===== config.mk =====
export PLATFORM = sky130hd
export DESIGN_NAME = pipe_stage_regs
export DESIGN_NICKNAME = d
export VERILOG_FILES = /design/src/rtl/pipe_stage_regs.sv
export SDC_FILE = /design/constraint.sdc
export NUM_CORES = 1
export LEC_CHECK = 0
export ABC_AREA = 0
export CAP_MARGIN = 20
export CELL_PAD_IN_SITES_DETAIL_PLACEMENT = 1
export CELL_PAD_IN_SITES_GLOBAL_PLACEMENT = 2
export CORE_MARGIN = 10
export CORE_UTILIZATION = 24
export CTS_CLUSTER_SIZE = 24
export DETAILED_ROUTE_END_ITERATION = 16
export PLACE_DENSITY = 0.89
export SLEW_MARGIN = 15
export SYNTH_ARGS = -nofsm -noshare
export SYNTH_HDL_FRONTEND = slang
export SYNTH_SLANG_ARGS = --single-unit

===== constraint.sdc =====
create_clock -name clk -period 2.37 [get_ports clk]
set_input_delay 0.3555 -clock clk [delete_from_list [all_inputs] [get_ports clk]]
set_output_delay 0.3555 -clock clk [all_outputs]
set_load 0.03 [all_outputs]

===== src/rtl/pipe_stage_regs.sv =====
// PC, IF/ID and ID/EX pipeline registers steered by the hazard unit,
// with saturating stall/flush event counters for performance debug.
module pipe_stage_regs #(
  parameter int                XLEN      = 32,
  parameter logic [XLEN-1:0]   RESET_PC  = {XLEN{1'b0}},
  parameter logic [31:0]       NOP_INSTR = 32'h0000_0013,
  parameter int                CTRL_W    = 12,
  parameter int                CNT_W     = 32
) (
  input  logic              clk,
  input  logic              rst,
  input  logic              StallF,
  input  logic              StallD,
  input  logic              FlushD,
  input  logic              FlushE,
  input  logic              br_taken,
  input  logic [XLEN-1:0]   br_target,
  input  logic [31:0]       instrF,
  output logic [XLEN-1:0]   pcF,
  output logic [XLEN-1:0]   pcD,
  output logic [31:0]       instrD,
  output logic              validD,
  input  logic [XLEN-1:0]   rdata1D,
  input  logic [XLEN-1:0]   rdata2D,
  input  logic [XLEN-1:0]   immD,
  input  logic [4:0]        raddr1D,
  input  logic [4:0]        raddr2D,
  input  logic [4:0]        waddrD,
  input  logic [CTRL_W-1:0] ctrlD,
  output logic [XLEN-1:0]   pcE,
  output logic [XLEN-1:0]   rdata1E,
  output logic [XLEN-1:0]   rdata2E,
  output logic [XLEN-1:0]   immE,
  output logic [4:0]        raddr1E,
  output logic [4:0]        raddr2E,
  output logic [4:0]        waddrE,
  output logic [CTRL_W-1:0] ctrlE,
  output logic              validE,
  output logic [CNT_W-1:0]  stall_cnt,
  output logic [CNT_W-1:0]  flush_cnt
);

  logic [XLEN-1:0]   pcf_q, pcf_d;
  logic [XLEN-1:0]   pcd_q, pcd_d;
  logic [31:0]       instrd_q, instrd_d;
  logic              validd_q, validd_d;
  logic [XLEN-1:0]   pce_q, pce_d;
  logic [XLEN-1:0]   rdata1e_q, rdata1e_d;
  logic [XLEN-1:0]   rdata2e_q, rdata2e_d;
  logic [XLEN-1:0]   imme_q, imme_d;
  logic [4:0]        raddr1e_q, raddr1e_d;
  logic [4:0]        raddr2e_q, raddr2e_d;
  logic [4:0]        waddre_q, waddre_d;
  logic [CTRL_W-1:0] ctrle_q, ctrle_d;
  logic              valide_q, valide_d;
  logic [CNT_W-1:0]  stall_cnt_q, stall_cnt_d;
  logic [CNT_W-1:0]  flush_cnt_q, flush_cnt_d;

  function automatic logic [CNT_W-1:0] sat_inc(input logic [CNT_W-1:0] v);
    if (&v) begin
      return v;
    end else begin
      return v + CNT_W'(1'b1);
    end
  endfunction

  // PC next state: a taken branch voids any stall raised by the wrong-path instruction
  always_comb begin
    pcf_d = pcf_q;
    if (br_taken) begin
      pcf_d = br_target;
    end else if (StallF) begin
      pcf_d = pcf_q;
    end else begin
      pcf_d = pcf_q + XLEN'(32'd4);
    end
  end

  // IF/ID next state: flush beats stall
  always_comb begin
    instrd_d = instrd_q;
    pcd_d    = pcd_q;
    validd_d = validd_q;
    if (FlushD) begin
      instrd_d = NOP_INSTR;
      pcd_d    = {XLEN{1'b0}};
      validd_d = 1'b0;
    end else if (StallD) begin
      instrd_d = instrd_q;
      pcd_d    = pcd_q;
      validd_d = validd_q;
    end else begin
      instrd_d = instrF;
      pcd_d    = pcf_q;
      validd_d = 1'b1;
    end
  end

  // ID/EX next state: never held, a load-use stall arrives here as a bubble
  always_comb begin
    pce_d     = pcd_q;
    rdata1e_d = rdata1D;
    rdata2e_d = rdata2D;
    imme_d    = immD;
    raddr1e_d = raddr1D;
    raddr2e_d = raddr2D;
    waddre_d  = waddrD;
    ctrle_d   = ctrlD;
    valide_d  = validd_q;
    if (FlushE) begin
      pce_d     = {XLEN{1'b0}};
      rdata1e_d = {XLEN{1'b0}};
      rdata2e_d = {XLEN{1'b0}};
      imme_d    = {XLEN{1'b0}};
      raddr1e_d = 5'd0;
      raddr2e_d = 5'd0;
      waddre_d  = 5'd0;
      ctrle_d   = {CTRL_W{1'b0}};
      valide_d  = 1'b0;
    end else begin
      valide_d  = validd_q;
    end
  end

  // Event counters: a stall hidden under a D flush is not counted as a stall
  always_comb begin
    stall_cnt_d = stall_cnt_q;
    flush_cnt_d = flush_cnt_q;
    if (StallD && !FlushD) begin
      stall_cnt_d = sat_inc(stall_cnt_q);
    end else begin
      stall_cnt_d = stall_cnt_q;
    end
    if (FlushD) begin
      flush_cnt_d = sat_inc(flush_cnt_q);
    end else begin
      flush_cnt_d = flush_cnt_q;
    end
  end

  // State registers with synchronous reset taking priority over all controls
  always_ff @(posedge clk) begin
    if (rst) begin
      pcf_q       <= RESET_PC;
      pcd_q       <= {XLEN{1'b0}};
      instrd_q    <= NOP_INSTR;
      validd_q    <= 1'b0;
      pce_q       <= {XLEN{1'b0}};
      rdata1e_q   <= {XLEN{1'b0}};
      rdata2e_q   <= {XLEN{1'b0}};
      imme_q      <= {XLEN{1'b0}};
      raddr1e_q   <= 5'd0;
      raddr2e_q   <= 5'd0;
      waddre_q    <= 5'd0;
      ctrle_q     <= {CTRL_W{1'b0}};
      valide_q    <= 1'b0;
      stall_cnt_q <= {CNT_W{1'b0}};
      flush_cnt_q <= {CNT_W{1'b0}};
    end else begin
      pcf_q       <= pcf_d;
      pcd_q       <= pcd_d;
      instrd_q    <= instrd_d;
      validd_q    <= validd_d;
      pce_q       <= pce_d;
      rdata1e_q   <= rdata1e_d;
      rdata2e_q   <= rdata2e_d;
      imme_q      <= imme_d;
      raddr1e_q   <= raddr1e_d;
      raddr2e_q   <= raddr2e_d;
      waddre_q    <= waddre_d;
      ctrle_q     <= ctrle_d;
      valide_q    <= valide_d;
      stall_cnt_q <= stall_cnt_d;
      flush_cnt_q <= flush_cnt_d;
    end
  end

  assign pcF       = pcf_q;
  assign pcD       = pcd_q;
  assign instrD    = instrd_q;
  assign validD    = validd_q;
  assign pcE       = pce_q;
  assign rdata1E   = rdata1e_q;
  assign rdata2E   = rdata2e_q;
  assign immE      = imme_q;
  assign raddr1E   = raddr1e_q;
  assign raddr2E   = raddr2e_q;
  assign waddrE    = waddre_q;
  assign ctrlE     = ctrle_q;
  assign validE    = valide_q;
  assign stall_cnt = stall_cnt_q;
  assign flush_cnt = flush_cnt_q;

endmodule


==> impl_metrics.env <==
export IMPL_status="complete, no violations"
export IMPL_clkPwrFrac=0.461
export IMPL_area_growth_pct=65.8
export IMPL_placed_cell_area_um2=17800
export IMPL_cts_tree="done"
export IMPL_post_cts_buffers=0
export IMPL_vdd_ir_drop_worst_v=0.000396
export IMPL_cp_max_fo=10
export IMPL_synthesis_nets=1346
export IMPL_p_int_mw=9.88
export IMPL_routabilityCongestion=0.816
export IMPL_nets=1913
export IMPL_portBuffers=510
export IMPL_synthCells=1149
export IMPL_stdcell_count=2361
export IMPL_max_clock_path_buffers=3
export IMPL_cts_htree_levels=2
export IMPL_drtPass1Iterations=4
export IMPL_fin_util=0.402
export IMPL_drive_gt1_frac=0.103
export IMPL_hold_violations=0
export IMPL_drtIter0Drc=406
export IMPL_clkSlewWorstSetupHoldPaths_ps=60
export IMPL_die_area_um2=57200
export IMPL_ys_seq_area_frac=0.551
export IMPL_path_class="reg -> reg"
export IMPL_grt_pass1_vias=11100
export IMPL_syn_area_per_cell_um2=10.0
export IMPL_cp_slowest_cell="or4_1"
export IMPL_post_cts_resized=1
export IMPL_switchingPower_mw=3.23
export IMPL_layout_min_cycle_time_ps=2170
export IMPL_overflow=0
export IMPL_io_pins=511
export IMPL_die_h_um=239
export IMPL_post_route_drc_count=0
export IMPL_post_route_period_util=0.915
export IMPL_stdcell_area_um2=19100
export IMPL_antenna_found_initial=3
export IMPL_hp_class="in -> reg"
export IMPL_drt_total_wl_um=49900
export IMPL_ys_async_sr_fraction=0
export IMPL_fmaxAchievable_mhz=461
export IMPL_ant_nets=0
export IMPL_whs_path_depth=2
export IMPL_cp_num_cells=6
export IMPL_arrival_ps=2570
export IMPL_rows=80
export IMPL_ys_ff_latch=317
export IMPL_synth_ff_type="dfxtp_1"
export IMPL_worst_pin_slew_ps=752
export IMPL_yosys_warnings=0
export IMPL_track_usage=0.167
export IMPL_relSlewSlack=0.499
export IMPL_rsz0062_at_grt="false"
export IMPL_worstPathRequired_ps=2770
export IMPL_cap_viol_max_count=0
export IMPL_p_per_area_nw_per_um2=686
export IMPL_rr_worst_depth=6
export IMPL_clkLatencyLatePin_ps=540
export IMPL_synth_area_um2=11500
export IMPL_routed_via_count=10500
export IMPL_setup_viol=0
export IMPL_place_inst=2291
export IMPL_cp_end_kind="register"
export IMPL_ctsHoldBuffers=0
export IMPL_startpoint_type="register"
export IMPL_fin_skew_ps=12.2
export IMPL_grt_start_max_net_pins=108
export IMPL_grt_pass1_wl_um=73000
export IMPL_path_cells="nand4_1 > or4_1 > o31ai_2 > buf_4 > xor2_1 > nor2_1"
export IMPL_synth_edff_count=0
export IMPL_path_delay_family="simple AND/OR/NAND/NOR gates"
export IMPL_pwr_share_comb=0.113
export IMPL_vias_per_cell=4.44
export IMPL_avgRoutedWirePerCell_um=21.1
export IMPL_start_util=0.242
export IMPL_clock_root_buffer="clkbuf_16"
export IMPL_max_stage_delay_ps=540
export IMPL_cts_buffers=38
export IMPL_report_final_slew_viol_count=0
export IMPL_die_width_um=239
export IMPL_cts_sinks=317
export IMPL_place_hpwl_um=39000
export IMPL_leakage_nw=7.32
export IMPL_ys_types=55
export IMPL_cp_num_buf_inv=1
export IMPL_coreArea_um2=47500
export IMPL_seq_power_share=0.426
export IMPL_swShare=0.247
cell families after synthesis:
family / synth area share
AND/OR/NAND/NOR: 0.238
buffers and inverters: 0.0310
XOR/XNOR: 0.0350
flip-flops: 0.551
AO/OA/AOI/OAI: 0.0689
adder cells (fa/ha/maj): 0.00326
multiplexers: 0.0730
state kept, by name (all words and copies together), names as in the netlist, 12 cells and up:
name,count
instrD,32
pcE,32
rdata2E,32
stall_cnt,32
rdata1E,32
immE,32
ctrlE,12
flush_cnt,32
pcD,32
pcF,32
layout make-up:
class	count	area [um2]
Timing Repair Buffer	588	5730
Inverter	31	116
Fill cell	5281	28400
Antenna cell	1	2.50
Tap cell	615	769
Clock inverter	12	134
Multi-Input combinational cell	740	4830
Clock buffer	57	1170
Sequential cell	317	6350
cells in the final DEF, fill, tap and decap left out, types with 3 or more instances in the layout:
master and instances:
nor4_1 12, clkbuf_1 5, and4_1 10, mux2_2 8, a31oi_1 3, nor2b_1 13, clkbuf_16 39, xor2_1 19
o21a_1 16, clkbuf_8 13, o31ai_1 12, xnor2_1 27, or2_2 7, nand4_2 4, inv_1 30, nor2_1 123
o21ai_0 20, mux2i_1 75, and2_1 159, clkdlybuf4s50_1 507, buf_12 4, clkinv_2 6, or3_1 20, and3_1 5
ha_1 3, dfxtp_1 317, buf_4 76, nand2_1 28, nand3_1 28, a21oi_1 53, nand4_1 25, a211oi_1 6
nor3_1 19, or4_1 15
Yosys cell counts, types with 2 or more instances:
master	number	area, um2
o2111ai_1	2	17.5
dfxtp_1	317	6350
nor2_1	124	465
a211oi_1	6	45.0
o31ai_1	13	97.6
xor2_1	19	166
and2_1	159	995
nor4_1	12	75.1
xnor2_1	27	236
nor3_1	19	95.1
a21oi_1	53	265
a31o_2	2	17.5
ha_1	3	37.5
or3_1	20	125
o21a_1	16	120
inv_1	30	113
nand2b_1	2	12.5
and4_1	10	87.6
nor2b_1	13	81.3
buf_2	3	15.0
or4_1	15	113
o21ai_0	20	100
mux2i_1	75	751
nand4_1	25	156
clkbuf_1	45	169
mux2_2	8	90.1
nor4b_1	2	17.5
a31oi_1	3	18.8
or2_2	7	43.8
buf_1	12	45.0
nand4_2	4	50.1
and4b_1	2	20.0
nand2_1	28	105
nand3_1	28	140
and3_1	5	31.3
power by group through the flow:
| stage | Clock [mW] | Sequential (mW) | Combinational, mW |
|---|---|---|---|
| 6_report | 6.04 | 5.58 | 1.49 |
| 5_1_grt | 6.47 | 5.60 | 1.58 |
| 4_1_cts | 6.26 | 5.58 | 1.51 |
| 3_5_place_dp | 0 | 5.70 | 1.49 |
| 3_3_place_gp | 0 | 5.69 | 1.48 |
| 2_1_floorplan | 0 | 6.01 | 0.322 |
path summary, 6_finish.rpt:
| kind | end | slack (ps) | from |
|---|---|---|---|
| hold reg to reg | instrD[4] | 480 | instrD[4] |
| setup / recovery | stall_cnt[13] | 200 | stall_cnt[31] |
| hold / removal | pcF[0] | 110 | rst |
| setup reg to reg | stall_cnt[13] | 200 | stall_cnt[31] |
routing by layer:
metal	wire, um	share of wire	track usage
met4	893	0.018	0.0415
met5	27	0.00054	0
met3	3680	0.074	0.0545
met2	25200	0.50	0.293
met1	20100	0.40	0.191
stage by stage:
step	setup TNS, ps	setup WS [ps]	hold WS [ps]	total power, mW
detailed placement	-176	-94.3	462	7.19
global route	0	17.3	83.1	13.6
CTS	0	113	75.7	13.3
floorplan	0	128	427	6.33
finish	0	201	111	13.1
global placement	0	46.1	455	7.17
No activity file was read; power rests on OpenSTA's default activity.
